$ cat config.mk
export PLATFORM = sky130hd
export DESIGN_NAME = fifo_read_ctrl
export DESIGN_NICKNAME = d
export VERILOG_FILES = /design/src/rtl/fifo_pkg.sv /design/src/rtl/fifo_skid_buf.sv /design/src/rtl/fifo_read_ctrl.sv
export SDC_FILE = /design/constraint.sdc
export NUM_CORES = 1
export LEC_CHECK = 0
export ABC_AREA = 1
export CAP_MARGIN = 20
export CORE_ASPECT_RATIO = 1.2
export CORE_MARGIN = 2
export CORE_UTILIZATION = 53
export DETAILED_ROUTE_END_ITERATION = 8
export HOLD_SLACK_MARGIN = 0.12
export PLACE_DENSITY_LB_ADDON = 0.05
export SYNTH_ARGS = -nofsm -noshare
export SYNTH_HDL_FRONTEND = slang
export SYNTH_SLANG_ARGS = --single-unit
$ cat constraint.sdc
create_clock -name clk -period 3.13 [get_ports clk]
set_input_delay 0.626 -clock clk [delete_from_list [all_inputs] [get_ports clk]]
set_output_delay 0.626 -clock clk [all_outputs]
set_load 0.02 [all_outputs]
$ cat src/rtl/fifo_pkg.sv
// -----------------------------------------------------------------------------
// fifo_pkg
// Shared types and constants for the FIFO read controller and its local
// two-entry skid buffer.
//   rd_state_t  : read-controller state (IDLE, RUN, FLUSH)
//   DRAIN_CNT_W : width of the delivered-word counter
//   BUF_OCC_W   : width of the skid-buffer occupancy (0..2)
// -----------------------------------------------------------------------------
package fifo_pkg;

  typedef enum logic [1:0] {
    IDLE  = 2'd0,
    RUN   = 2'd1,
    FLUSH = 2'd2
  } rd_state_t;

  localparam int DRAIN_CNT_W = 16;
  localparam int BUF_OCC_W   = 2;

endpackage : fifo_pkg

$ cat src/rtl/fifo_skid_buf.sv
// -----------------------------------------------------------------------------
// fifo_skid_buf
// Two-entry FIFO-ordered buffer sitting between the upstream FIFO read port
// and the downstream consumer. Writes land at the tail, reads take the head.
// A write and a read in the same cycle leave occupancy unchanged.
// Ports:
//   clk, rst_n  : clock, asynchronous active-low reset
//   wr_en       : write wr_data at the tail
//   wr_data     : data to write
//   rd_en       : remove the head entry
//   clr         : drop all entries (takes priority over wr_en/rd_en)
//   occ         : number of valid entries (0..2)
//   head_data   : oldest entry
// -----------------------------------------------------------------------------
module fifo_skid_buf
  import fifo_pkg::*;
#(
  parameter int WIDTH = 8
) (
  input  logic                 clk,
  input  logic                 rst_n,
  input  logic                 wr_en,
  input  logic [WIDTH-1:0]     wr_data,
  input  logic                 rd_en,
  input  logic                 clr,
  output logic [BUF_OCC_W-1:0] occ,
  output logic [WIDTH-1:0]     head_data
);

  logic [WIDTH-1:0]     mem_q [2];
  logic [WIDTH-1:0]     mem_d [2];
  logic                 head_q, head_d;
  logic                 tail_q, tail_d;
  logic [BUF_OCC_W-1:0] occ_q, occ_d;
  logic                 wr_ok, rd_ok;

  // Guards keep the buffer from over- or underflowing even if a caller
  // misbehaves; a write into a full buffer is only legal alongside a read.
  assign rd_ok = rd_en && (occ_q != '0);
  assign wr_ok = wr_en && ((occ_q != BUF_OCC_W'(2)) || rd_ok);

  always_comb begin
    mem_d  = mem_q;
    head_d = head_q;
    tail_d = tail_q;
    occ_d  = occ_q;
    if (clr) begin
      head_d = 1'b0;
      tail_d = 1'b0;
      occ_d  = '0;
    end else begin
      if (wr_ok) begin
        mem_d[tail_q] = wr_data;
        tail_d        = ~tail_q;
      end
      if (rd_ok) begin
        head_d = ~head_q;
      end
      occ_d = occ_q + {1'b0, wr_ok} - {1'b0, rd_ok};
    end
  end

  always_ff @(posedge clk or negedge rst_n) begin
    if (!rst_n) begin
      mem_q  <= '{default: '0};
      head_q <= 1'b0;
      tail_q <= 1'b0;
      occ_q  <= '0;
    end else begin
      mem_q  <= mem_d;
      head_q <= head_d;
      tail_q <= tail_d;
      occ_q  <= occ_d;
    end
  end

  assign occ       = occ_q;
  assign head_data = mem_q[head_q];

endmodule : fifo_skid_buf

$ cat src/rtl/fifo_read_ctrl.sv
// -----------------------------------------------------------------------------
// fifo_read_ctrl
// Pops an upstream FIFO (1-cycle read latency) into a two-entry skid buffer
// and presents the buffer head to a valid/ready consumer at up to one word
// per cycle. A flush discards local contents and drains the upstream FIFO.
// Ports:
//   clk, rst_n    : clock, asynchronous active-low reset
//   out_is_empty  : upstream FIFO empty
//   fifo_rdata    : upstream read data, valid the cycle after in_read_ctrl
//   in_read_ctrl  : pop request to the upstream FIFO
//   flush         : single-cycle discard request
//   dout_valid    : dout_data valid
//   dout_data     : head of the local buffer
//   dout_ready    : consumer accepts dout_data
//   flush_done    : one-cycle pulse when a flush finishes
//   drain_count   : words delivered downstream, saturating
// -----------------------------------------------------------------------------
module fifo_read_ctrl
  import fifo_pkg::*;
#(
  parameter int WIDTH   = 8,
  parameter int ENTRIES = 4
) (
  input  logic                   clk,
  input  logic                   rst_n,
  input  logic                   out_is_empty,
  input  logic [WIDTH-1:0]       fifo_rdata,
  output logic                   in_read_ctrl,
  input  logic                   flush,
  output logic                   dout_valid,
  output logic [WIDTH-1:0]       dout_data,
  input  logic                   dout_ready,
  output logic                   flush_done,
  output logic [DRAIN_CNT_W-1:0] drain_count
);

  localparam int ENTRIES_LOG2 = $clog2(ENTRIES);

  // The controller never needs the upstream depth: it relies only on
  // out_is_empty and tracks at most one outstanding read.
  logic [31:0] unused_depth;
  assign unused_depth = 32'(ENTRIES_LOG2);

  function automatic logic [DRAIN_CNT_W-1:0] sat_inc(input logic [DRAIN_CNT_W-1:0] v);
    return (&v) ? v : v + 1'b1;
  endfunction

  rd_state_t            state_q, state_d;
  logic                 inflight_q, inflight_d;
  logic                 flush_done_q, flush_done_d;
  logic [DRAIN_CNT_W-1:0] drain_cnt_q, drain_cnt_d;

  logic                 rd_req;
  logic                 buf_wr, buf_rd, buf_clr;
  logic [BUF_OCC_W-1:0] occ;
  logic [WIDTH-1:0]     head_data;
  logic                 xfer;
  logic [2:0]           level;

  assign dout_valid = (state_q == RUN) && (occ != '0);
  assign xfer       = dout_valid && dout_ready;

  // Entries the buffer will hold after this cycle if no new read is issued:
  // stored words plus the word already in flight, minus the one leaving now.
  // A new pop is safe only while that stays below the buffer depth.
  assign level = {1'b0, occ} + {2'b0, inflight_q} - {2'b0, xfer};

  always_comb begin
    state_d      = state_q;
    rd_req       = 1'b0;
    buf_wr       = 1'b0;
    buf_rd       = 1'b0;
    buf_clr      = 1'b0;
    flush_done_d = 1'b0;
    drain_cnt_d  = drain_cnt_q;
    unique case (state_q)
      IDLE: begin
        if (!flush) state_d = RUN;
      end
      RUN: begin
        rd_req = !out_is_empty && (level < 3'd2);
        if (flush) begin
          // Flush wins: any handshake this cycle is neither removed nor counted.
          state_d = FLUSH;
          buf_clr = 1'b1;
        end else begin
          buf_wr = inflight_q;
          buf_rd = xfer;
          if (xfer) drain_cnt_d = sat_inc(drain_cnt_q);
        end
      end
      FLUSH: begin
        // Keep popping until upstream is empty; returning words are dropped.
        rd_req = !out_is_empty;
        if (out_is_empty && !inflight_q) begin
          state_d      = IDLE;
          flush_done_d = 1'b1;
        end
      end
      default: state_d = IDLE;
    endcase
    inflight_d = rd_req;
  end

  always_ff @(posedge clk or negedge rst_n) begin
    if (!rst_n) begin
      state_q      <= IDLE;
      inflight_q   <= 1'b0;
      flush_done_q <= 1'b0;
      drain_cnt_q  <= '0;
    end else begin
      state_q      <= state_d;
      inflight_q   <= inflight_d;
      flush_done_q <= flush_done_d;
      drain_cnt_q  <= drain_cnt_d;
    end
  end

  fifo_skid_buf #(
    .WIDTH (WIDTH)
  ) u_buf (
    .clk       (clk),
    .rst_n     (rst_n),
    .wr_en     (buf_wr),
    .wr_data   (fifo_rdata),
    .rd_en     (buf_rd),
    .clr       (buf_clr),
    .occ       (occ),
    .head_data (head_data)
  );

  assign in_read_ctrl = rd_req;
  assign dout_data    = head_data;
  assign flush_done   = flush_done_q;
  assign drain_count  = drain_cnt_q;

endmodule : fifo_read_ctrl

==> key figures, run 1 <==
Route
  – Starting DRC count in detailed routing: 142
  – WL final: 5.04 mm
  – DR vias/cell: 5.01
  – Antenna viol nets, final: 0
  – DRT Pass-1 Iters: 5
  – Vias after detailed routing: 2086
  – Post-DR wirelength/cell: ~12 um
  – DRC violations left: 0

Clock tree
  – Clock Tree Root: clkbuf_8
  – Clk buf depth: 2
  – Worst-skew pair later-pin latency: 300 ps
  – CTS tree: yes
  – CTS sink count: 40
  – Total CTS buffers: 5
  – Clk pin slew, worst setup/hold paths: 80 ps
  – H-tree Lvls: 2

Yosys
  – Syn. warnings: 0
  – Seq/Total Area, Yosys: 0.416
  – Synthesized flop and latch total: 40
  – Mean Syn Cell Area: 7.80 sq um
  – Post-Syn Nets: 331
  – Post-Syn Area: between 2000 and 2500 sq um
  – Synth unique cells: 30
  – Gate Count Post-Synth: 308

STA
  – Worst-Margin Slew: 917 ps
  – Max Slew Vio Count: 0
  – Hold Fails Final Rpt: 0
  – Final setup TNS: 0 ps
  – Fin crit period: between 3000 and 4000 ps
  – Worst Clk Skew: 12.5 ps
  – Fin crit share: 0.962
  – Slew HR: 0.388
  – Final setup violation count: 0
  – Max Freq: 332 MHz

Global routing
  – Largest net degree at the start of global routing: 41
  – Initial antenna violation count: 0
  – Total congestion overflow: 0
  – First-pass GRT wire length: 8.76 mm
  – Total Routing Usage GR: 0.220
  – Number of global-route vias before repair: approximately 2000

Power and ir drop
  – Pwr Total: 1.89 mW
  – Leakage: 1.49 nW
  – Worst vdd rail ir drop: 0.000490 V
  – Cell Pwr Density: 622 nW/um^2

Setup path
  – Required time worst endpoint: 2500 ps
  – Crit. End Element: primary output
  – Max incr delay on CP: 550 ps
  – Worst-path cell chain: inv_2 > ha_4 > nand3_4 > inv_2 > ha_4 > or2_4 > fa_1 > nand3_2 > a21oi_2 > buf_6
  – Crit Path Max Fanout: 2
  – Worst setup SP type: flop
  – Type of the worst setup path: flop to primary output
  – Worst EP arrival: 2390 ps
  – Slowest CP cell: fa_1

Place
  – Gpl congestion: 0.870
  – Post-placement cell count: 406
  – Post-DP Area: 2880 sq um
  – Port bufs: 39
  – Dpl hpwl: 3.52 mm

Layout
  – Area Growth Syn to Fin: 26.3%
  – Layout Cells excl Fill: 416
  – Commonest non-fill, non-tap cell in the layout: nand2_1
  – Diodes inserted: 0
  – Post-route cell area: 3040 sq um
  – Fillcell total: 359
  – Nets@finish: 382
  – Share of layout cells above drive strength 1: 0.158
  – Commonest cells after routing, fill and taps aside: nand2_1 (130), dfrtp_1 (40), clkdlybuf4s50_1 (36)

Outcome
  – Status: finished clean

Run
  – Max-Cap Viols: 0

Floorplan
  – # IOs: 40
  – DIE AREA: 5090 sq um
  – Die width: 65.5 um
  – Initial core utilization: 0.560
  – Row count: 26
  – Core Area: ~4300 sq um
  – DIE HEIGHT: 77.8 um

Worst hold path
  – Worst Hold Class: primary input to asynchronous set/reset pin
==> worst max-delay path: cells and delay by family, from the launching register on <==
kind,cells,cell delay [ps]
compound gates,1,160
fa+ha+maj,3,880
buf+inv,3,280
flops,1,390
simple gates,3,370
==> through the flow <==
stage	worst slack (ps)	util	hold slack, ps
detailed placement	-642	0.670	444
global placement	-621	0.670	440
CTS	8.69	0.698	456
finish	118	0.707	460
global route	-0.220	0.707	474
floorplan	139	-	330
==> cell families after synthesis <==
family                   synth area share
AND/OR/NAND/NOR                     0.407
flip-flops                          0.416
buffers and inverters              0.0593
AO/OA/AOI/OAI                      0.0297
adder cells (fa/ha/maj)            0.0552
XOR/XNOR                           0.0328
==> sequential cells by signal, summed over array words and instances, names as in the netlist <==
signal        count
drain_count      16
u_buf.mem_q      16
state_q           2
u_buf.occ         2
flush_done        1
inflight_q        1
u_buf.head_q      1
u_buf.tail_q      1
==> Yosys cell counts <==
| cell | count | area share |
|---|---|---|
| nand2_1 | 130 | 0.20 |
| dfrtp_1 | 40 | 0.42 |
| inv_1 | 21 | 0.033 |
| nand4_1 | 20 | 0.052 |
| nor2_1 | 19 | 0.030 |
| nand2_2 | 16 | 0.042 |
| ha_1 | 9 | 0.047 |
| nand3_1 | 9 | 0.019 |
| o21ai_0 | 5 | 0.010 |
| xnor2_1 | 5 | 0.018 |
| xor2_1 | 4 | 0.015 |
| a21oi_1 | 3 | 0.0062 |
| inv_2 | 3 | 0.0047 |
| nor2_4 | 3 | 0.014 |
| buf_2 | 2 | 0.0042 |
| clkbuf_1 | 2 | 0.0031 |
| nand3_2 | 2 | 0.0083 |
| nor2_8 | 2 | 0.017 |
| o21a_1 | 2 | 0.0062 |
| buf_12 | 1 | 0.0083 |
| buf_6 | 1 | 0.0047 |
| clkinv_1 | 1 | 0.0016 |
| fa_1 | 1 | 0.0083 |
| nand3_4 | 1 | 0.0073 |
| nand3b_1 | 1 | 0.0031 |
| nand3b_2 | 1 | 0.0047 |
| nor2_2 | 1 | 0.0026 |
| nor3_1 | 1 | 0.0021 |
| o21ai_4 | 1 | 0.0068 |
| or2_2 | 1 | 0.0026 |
==> repair_timing <==
action	CTS	global route
hold buffers	0	0
gates cloned	0	0
endpoints found under the hold margin	0	0
pin swaps	1	5
buffers inserted	0	2
setup endpoints to repair	1	1
gates resized for setup	9	6
==> layout make-up <==
type / count / area, sq um / share of cell area
Sequential cell: 40 / 1000 / 0.330
Multi-Input combinational cell: 237 / 1300 / 0.427
Clock inverter: 2 / 35.0 / 0.0115
Inverter: 25 / 93.8 / 0.0309
Clock buffer: 6 / 72.6 / 0.0239
Timing Repair Buffer: 50 / 468 / 0.154
Tap cell: 56 / 70.1 / 0.0231
==> power by group <==
part	internal, mW	total (mW)	switching (mW)
logic	0.337	0.751	0.414
registers	0.621	0.711	0.0899
clock network	0.237	0.427	0.190
total	1.20	1.89	0.693
==> routing by layer <==
layer / vias up / track usage / share of wire
li1: 1079 / - / -
met4: 0 / 0.0979 / 0.021
met5: - / 0 / 0
met3: 9 / 0.0377 / 0.032
met1: 957 / 0.276 / 0.45
met2: 41 / 0.365 / 0.49
==> path summary, 6_finish.rpt <==
kind / from / to / slack, ps / cells after the start
setup / recovery: state_q[1]$_DFFE_PN0P_ / in_read_ctrl / 120 / 10
hold / removal: rst_n / drain_count[11]$_DFFE_PN0P_ / 460 / 1
setup reg to reg: state_q[1]$_DFFE_PN0P_ / inflight_q$_DFF_PN0_ / 1070 / 10
hold reg to reg: inflight_q$_DFF_PN0_ / flush_done$_DFF_PN0_ / 460 / 1
max in group asynchronous: rst_n / flush_done$_DFF_PN0_ / 2090 / 1
min in group clk: inflight_q$_DFF_PN0_ / flush_done$_DFF_PN0_ / 460 / 1
Power figures use the tool's default switching activity.
==> run 2: changes to the inputs <==
--- a/config.mk
+++ b/config.mk
@@ -7,12 +7,13 @@
 export LEC_CHECK = 0
 export ABC_AREA = 1
 export CAP_MARGIN = 20
-export CORE_ASPECT_RATIO = 1.2
+export CORE_ASPECT_RATIO = 0.7
 export CORE_MARGIN = 2
 export CORE_UTILIZATION = 53
 export DETAILED_ROUTE_END_ITERATION = 8
+export GPL_ROUTABILITY_DRIVEN = 0
 export HOLD_SLACK_MARGIN = 0.12
-export PLACE_DENSITY_LB_ADDON = 0.05
+export PLACE_DENSITY = 0.8
 export SYNTH_ARGS = -nofsm -noshare
 export SYNTH_HDL_FRONTEND = slang
 export SYNTH_SLANG_ARGS = --single-unit
==> key figures, run 2 (synthesized netlist as in run 1, its figures left out) <==
Clock tree
  – Clk buf depth: 2 (unchanged)
  – Total CTS buffers: 5 (unchanged)
  – H-tree Lvls: 2 (unchanged)
  – Hold_buf cts: 0 (unchanged)
  – Clock Tree Root: clkbuf_8
  – Worst-skew pair later-pin latency: 300 ps (about the same)
  – Clk pin slew, worst setup/hold paths: 80 ps (about the same)
  – CTS tree: yes
  – CTS sink count: 40 (unchanged)

Setup path
  – FF-to-FF setup slack: 1090 ps (+20 ps)
  – Type of the worst setup path: flop to primary output
  – Critical path's top delay family: adder cells
  – Worst setup SP type: flop
  – Crit Path Max Fanout: 2 (unchanged)
  – Slowest CP cell: fa_2
  – Buf/Inv on CP: 3 (unchanged)
  – Cells on worst reg2reg path: 9 (-1)
  – Worst EP arrival: 2420 ps (+30 ps)
  – Worst-path cell chain: inv_2 > ha_4 > nand3_4 > inv_2 > ha_4 > or2_4 > fa_2 > nand3_2 > a21oi_2 > buf_4
  – Worst r2r src: state_q[1]$_DFFE_PN0P_
  – Worst R2R End: inflight_q$_DFF_PN0_
  – Max incr delay on CP: 570 ps (+20 ps)
  – Crit. End Element: primary output
  – Required time worst endpoint: 2500 ps (about the same)

Global routing
  – Largest net degree at the start of global routing: 41 (unchanged)
  – First-pass GRT wire length: 9.22 mm (+5.2%)
  – Total Routing Usage GR: 0.233 (+0.0130)
  – Number of global-route vias before repair: 1920 (-2.1%)
  – Total congestion overflow: 0 (unchanged)
  – Initial antenna violation count: 0 (unchanged)

Route
  – Post-DR wirelength/cell: 13.0 um (+7.1%)
  – DR vias/cell: 5.18 (+3.2%)
  – DRC violations left: 0 (unchanged)
  – Antenna viol nets, final: 0 (unchanged)
  – Vias after detailed routing: 2138 (+2.5%)
  – DRT Pass-1 Iters: 4 (-1)
  – Starting DRC count in detailed routing: 183 (+29%)
  – WL final: 5.36 mm (+6.3%)

Power and ir drop
  – Cell Pwr Density: 611 nW/um^2 (-1.8%)
  – Seq pwr share: 0.390 (+0.013)
  – Pwr Total: 1.84 mW (-2.7%)
  – Internal: 1.13 mW (-5.6%)
  – Combinational fraction of design power: 0.406 (+0.008)
  – Clock network fraction of total power: 0.204 (-0.022)
  – Switch Pwr: 709 uW (+2.2%)
  – Leakage: 1.47 nW (-1.6%)
  – Worst vdd rail ir drop: 0.000594 V (+21%)
  – Switching share of total power: 0.386 (+0.0186)

Layout
  – Area Growth Syn to Fin: 25.2%
  – Layout Cells excl Fill: 413 (-0.72%)
  – Commonest cells after routing, fill and taps aside: nand2_1 (130), dfrtp_1 (40), clkdlybuf4s50_1 (36)
  – Nets@finish: 380 (-0.52%)
  – Post-route cell area: 3010 sq um (-0.91%)
  – Commonest non-fill, non-tap cell in the layout: nand2_1
  – Diodes inserted: 0 (unchanged)
  – Share of layout cells above drive strength 1: 0.159 (+0.000885)

Place
  – Dpl hpwl: 3.81 mm (+8.2%)
  – Post-DP Area: 2860 sq um (-0.57%)
  – Port bufs: 39 (unchanged)
  – Post-placement cell count: 403 (-0.74%)

Run
  – Max-Cap Viols: 0 (unchanged)

Floorplan
  – Core Area: 4350 sq um (+1.4%)
  – DIE AREA: 5100 sq um (+0.12%)
  – Row count: 20 (-23%)
  – # IOs: 40 (unchanged)
  – Die width: 84.5 um (+29%)
  – Initial core utilization: 0.552 (-0.00772)
  – DIE HEIGHT: 60.3 um (-22%)

STA
  – Worst Clk Skew: 6.10 ps (-6.44 ps)
  – Max Slew Vio Count: 0 (unchanged)
  – Final setup TNS: 0 ps (unchanged)
  – Max Freq: 328 MHz (-1.3%)
  – Fin Hold WS: 436 ps (-24.1 ps)
  – Worst-Margin Slew: 873 ps (-44.2 ps)
  – Fin crit period: 3050 ps (+38.6 ps)
  – RSZ-0062 raised after global routing: yes
  – Final setup violation count: 0 (unchanged)
  – Hold Fails Final Rpt: 0 (unchanged)
  – Slew HR: 0.418 (+0.0294)
  – Fin crit share: 0.975 (+0.0123)

Worst hold path
  – Worst Hold Class: primary input to asynchronous set/reset pin

Outcome
  – Status: finished clean
-- run 2: cell count changes in the layout (fill, tap and decap cells not counted), sizes merged --
cell      change
buf           -2
bufinv        -1
clkinv        -1
clkinvlp      +2
-- run 2: power groups by stage --
stage	registers (mW)	clock network, mW	logic (mW)
global route	0.733	0.406	0.837
detailed placement	0.719	0	0.701
global placement	0.715	0	0.678
floorplan	0.714	0	0.414
finish	0.717	0.374	0.746
CTS	0.713	0.382	0.718
-- run 2: metrics by stage --
stage | util | worst slack, ps
2_1_floorplan | - | 139
3_3_place_gp | 0.657 | -615
3_5_place_dp | 0.657 | -650
4_1_cts | 0.682 | 9.14
5_1_grt | 0.691 | -37.7
6_report | 0.691 | 79.6
-- run 2: layout make-up --
class	instances	area, sq um
Clock buffer	6	82.6
Clock inverter	2	15.0
Fill cell	371	1350
Inverter	25	93.8
Multi-Input combinational cell	237	1300
Sequential cell	40	1000
Tap cell	55	68.8
Timing Repair Buffer	48	449
-- run 2: per-layer routing --
| layer | GRT usage | up-vias | routed length [um] |
|---|---|---|---|
| met3 | 0.0463 | 8 | 365 |
| met5 | 0 | - | 0 |
| met1 | 0.345 | 1006 | 2570 |
| met2 | 0.350 | 55 | 2340 |
| met4 | 0.0748 | 0 | 79 |
| li1 | - | 1069 | - |
-- run 2: repair_timing --
item / 4_1_cts / 5_1_grt
setup buffers: 0 / 2
pin swaps: 0 / 6
gates resized for setup: 9 / 6
endpoints found under the setup margin: 1 / 1
-- run 2: how the worst max path moves through the flow --
stage	startpoint	to	slack (ps)	cells after the start
CTS	state_q[1]$_DFFE_PN0P_	in_read_ctrl	9	10
floorplan	state_q[1]$_DFFE_PN0P_	in_read_ctrl	140	9
detailed placement	dout_ready	in_read_ctrl	-650	9
finish	state_q[1]$_DFFE_PN0P_	in_read_ctrl	80	10
global route	state_q[1]$_DFFE_PN0P_	in_read_ctrl	-40	10
global placement	dout_ready	in_read_ctrl	-610	9
==> run 3: changes to the inputs <==
--- a/config.mk
+++ b/config.mk
@@ -13,7 +13,7 @@
 export DETAILED_ROUTE_END_ITERATION = 8
 export GPL_ROUTABILITY_DRIVEN = 0
 export HOLD_SLACK_MARGIN = 0.12
-export PLACE_DENSITY = 0.8
+export PLACE_DENSITY = 0.9
 export SYNTH_ARGS = -nofsm -noshare
 export SYNTH_HDL_FRONTEND = slang
 export SYNTH_SLANG_ARGS = --single-unit
==> key figures, run 3 (synthesized netlist as in run 1, its figures left out) <==
Route
  – Antenna viol nets, final: 0 (unchanged)
  – WL final: 5.30 mm (-1.2%)
  – Vias after detailed routing: 2111 (-1.3%)
  – Metal-1 WL: 2.55 mm (-0.89%)
  – DRC violations left: 0 (unchanged)
  – Post-DR wirelength/cell: 12.9 um (-0.95%)
  – Metal2 WL: 2.48 mm (+6.0%)
  – Top layer in use: met4
  – DR vias/cell: 5.12 (-1.0%)
  – Metal3 WL: 249 um (-32%)
  – DRT Pass-1 Iters: 4 (unchanged)
  – Starting DRC count in detailed routing: 265 (+45%)

Worst hold path
  – Worst Hold Class: primary input to asynchronous set/reset pin

Clock tree
  – CTS tree: yes
  – Clk buf depth: 2 (unchanged)
  – Clock Tree Root: clkbuf_8
  – Clk pin slew, worst setup/hold paths: 80 ps (about the same)
  – CTS sink count: 40 (unchanged)
  – H-tree Lvls: 2 (unchanged)
  – Worst-skew pair later-pin latency: 290 ps (about the same)
  – Total CTS buffers: 5 (unchanged)

Global routing
  – Initial antenna violation count: 0 (unchanged)
  – Total Routing Usage GR: 0.223 (-0.00998)
  – Number of global-route vias before repair: 1854 (-3.4%)
  – Largest net degree at the start of global routing: 41 (unchanged)
  – Total congestion overflow: 0 (unchanged)
  – First-pass GRT wire length: 8.87 mm (-3.7%)

Outcome
  – Status: finished clean

Setup path
  – Crit Path Max Fanout: 2 (unchanged)
  – Crit. End Element: primary output
  – Worst EP arrival: 2410 ps (about the same)
  – Worst-path cell chain: inv_2 > ha_4 > nand3_4 > inv_2 > ha_4 > or2_4 > fa_1 > nand3_2 > a21oi_2 > buf_4
  – Max incr delay on CP: 560 ps (about the same)
  – Slowest CP cell: fa_1
  – Worst setup SP type: flop
  – Required time worst endpoint: 2500 ps (about the same)
  – Type of the worst setup path: flop to primary output

Layout
  – Diodes inserted: 0 (unchanged)
  – Commonest cells after routing, fill and taps aside: nand2_1 (130), dfrtp_1 (40), clkdlybuf4s50_1 (36)
  – Share of layout cells above drive strength 1: 0.154 (-0.00516)
  – Commonest non-fill, non-tap cell in the layout: nand2_1
  – Util after Layout: 0.687 (-0.00431)
  – Nets@finish: 380 (unchanged)
  – Area Growth Syn to Fin: 24.4%
  – Fillcell total: 351 (-5.4%)
  – Sequential cell area: 1000 sq um (unchanged)
  – Multi-input logic area: 1300 sq um (-0.19%)

Power and ir drop
  – Pwr Total: 1.79 mW (-2.3%)
  – Seq pwr share: 0.401 (+0.011)
  – Clock network fraction of total power: 0.186 (-0.018)
  – Worst vdd rail ir drop: 0.000423 V (-29%)
  – Cell Pwr Density: 600 nW/um^2 (-1.7%)
  – Internal: 1.10 mW (-2.6%)
  – Leakage: 1.47 nW (-0.20%)
  – Switching share of total power: 0.387 (+0.00155)
  – Combinational fraction of design power: 0.414 (+0.008)
  – Switch Pwr: 695 uW (-1.9%)

STA
  – Final setup violation count: 0 (unchanged)
  – RSZ-0062 raised after global routing: yes
  – Final setup TNS: 0 ps (unchanged)
  – Max Slew Vio Count: 0 (unchanged)
  – Worst-Margin Slew: 887 ps (+13.6 ps)
  – Hold Fails Final Rpt: 0 (unchanged)
  – Worst Clk Skew: 7.31 ps (+1.21 ps)
  – Fin crit share: 0.971 (-0.00392)
  – Slew HR: 0.409 (-0.00908)
  – Fin crit period: 3040 ps (-12.3 ps)
  – Max Freq: 329 MHz (+0.40%)

Floorplan
  – Core Area: 4350 sq um (unchanged)
  – # IOs: 40 (unchanged)
  – DIE HEIGHT: 60.3 um (unchanged)
  – Initial core utilization: 0.552 (unchanged)
  – DIE AREA: 5100 sq um (unchanged)
  – Die width: 84.5 um (unchanged)
  – Row count: 20 (unchanged)

Place
  – Dpl hpwl: 3.70 mm (-2.8%)
  – Port bufs: 39 (unchanged)

Run
  – Max-Cap Viols: 0 (unchanged)
run 3: cell types whose count changed in the layout (fill, tap and decap cells not counted):
cell / before / now
clkbuf_8: 6 / 5
clkinv_2: 0 / 1
clkinvlp_4: 2 / 1
fa_1: 0 / 1
fa_2: 1 / 0
run 3: stage by stage:
step	setup WS [ps]	hold slack (ps)	std cells	cell area, sq um
after floorplan	139	330	308	2400
after global placement	-610	443	403	2860
after detailed placement	-660	458	403	2860
after CTS	0.736	474	410	2950
after global routing	-25.0	507	412	2990
final	91.9	454	412	2990
run 3: final timing paths:
| kind | slack, ps | depth (start not counted) | to | from |
|---|---|---|---|---|
| min in group clk | 470 | 1 | flush_done$_DFF_PN0_ | inflight_q$_DFF_PN0_ |
| hold reg to reg | 470 | 1 | flush_done$_DFF_PN0_ | inflight_q$_DFF_PN0_ |
| hold / removal | 450 | 1 | state_q[1]$_DFFE_PN0P_ | rst_n |
| setup reg to reg | 1060 | 10 | inflight_q$_DFF_PN0_ | state_q[1]$_DFFE_PN0P_ |
| setup / recovery | 90 | 10 | in_read_ctrl | state_q[1]$_DFFE_PN0P_ |
| max in group asynchronous | 2130 | 1 | drain_count[14]$_DFFE_PN0P_ | rst_n |
run 3: layout make-up:
cell class                 count  share of cell area
sequential                    40               0.335
multi-input combinational    237               0.433
clock buffer                   5              0.0230
inverter                      25              0.0314
clock inverter                 2             0.00418
timing repair buffer          48               0.150
tap                           55              0.0230
run 3: metal layers:
| metal | vias to the layer above | GRT usage |
|---|---|---|
| met5 | - | 0 |
| met4 | 0 | 0.0567 |
| met3 | 2 | 0.0490 |
| met2 | 50 | 0.344 |
| met1 | 986 | 0.326 |
| li1 | 1073 | - |
run 3: power by group through the flow:
| stage | logic [mW] | registers, mW | clock network (mW) |
|---|---|---|---|
| after global routing | 0.829 | 0.734 | 0.366 |
| after floorplan | 0.414 | 0.714 | 0 |
| after detailed placement | 0.693 | 0.721 | 0 |
| final | 0.742 | 0.719 | 0.333 |
| after CTS | 0.702 | 0.712 | 0.338 |
| after global placement | 0.673 | 0.713 | 0 |
run 3: worst max-delay path: cells and delay by family (launching register included):
kind                       cells  cell delay (ps)
AOI/OAI and AO/OA              1              150
adders and majority gates      3              900
buffers and inverters          3              310
DFF                            1              400
and+or+nand+nor                3              360
run 3: timing repair:
item	CTS	global route
resized for setup	8	6
endpoints found under the setup margin	1	1
buffers inserted	0	2
hold buffers	0	0
pin swaps	0	7
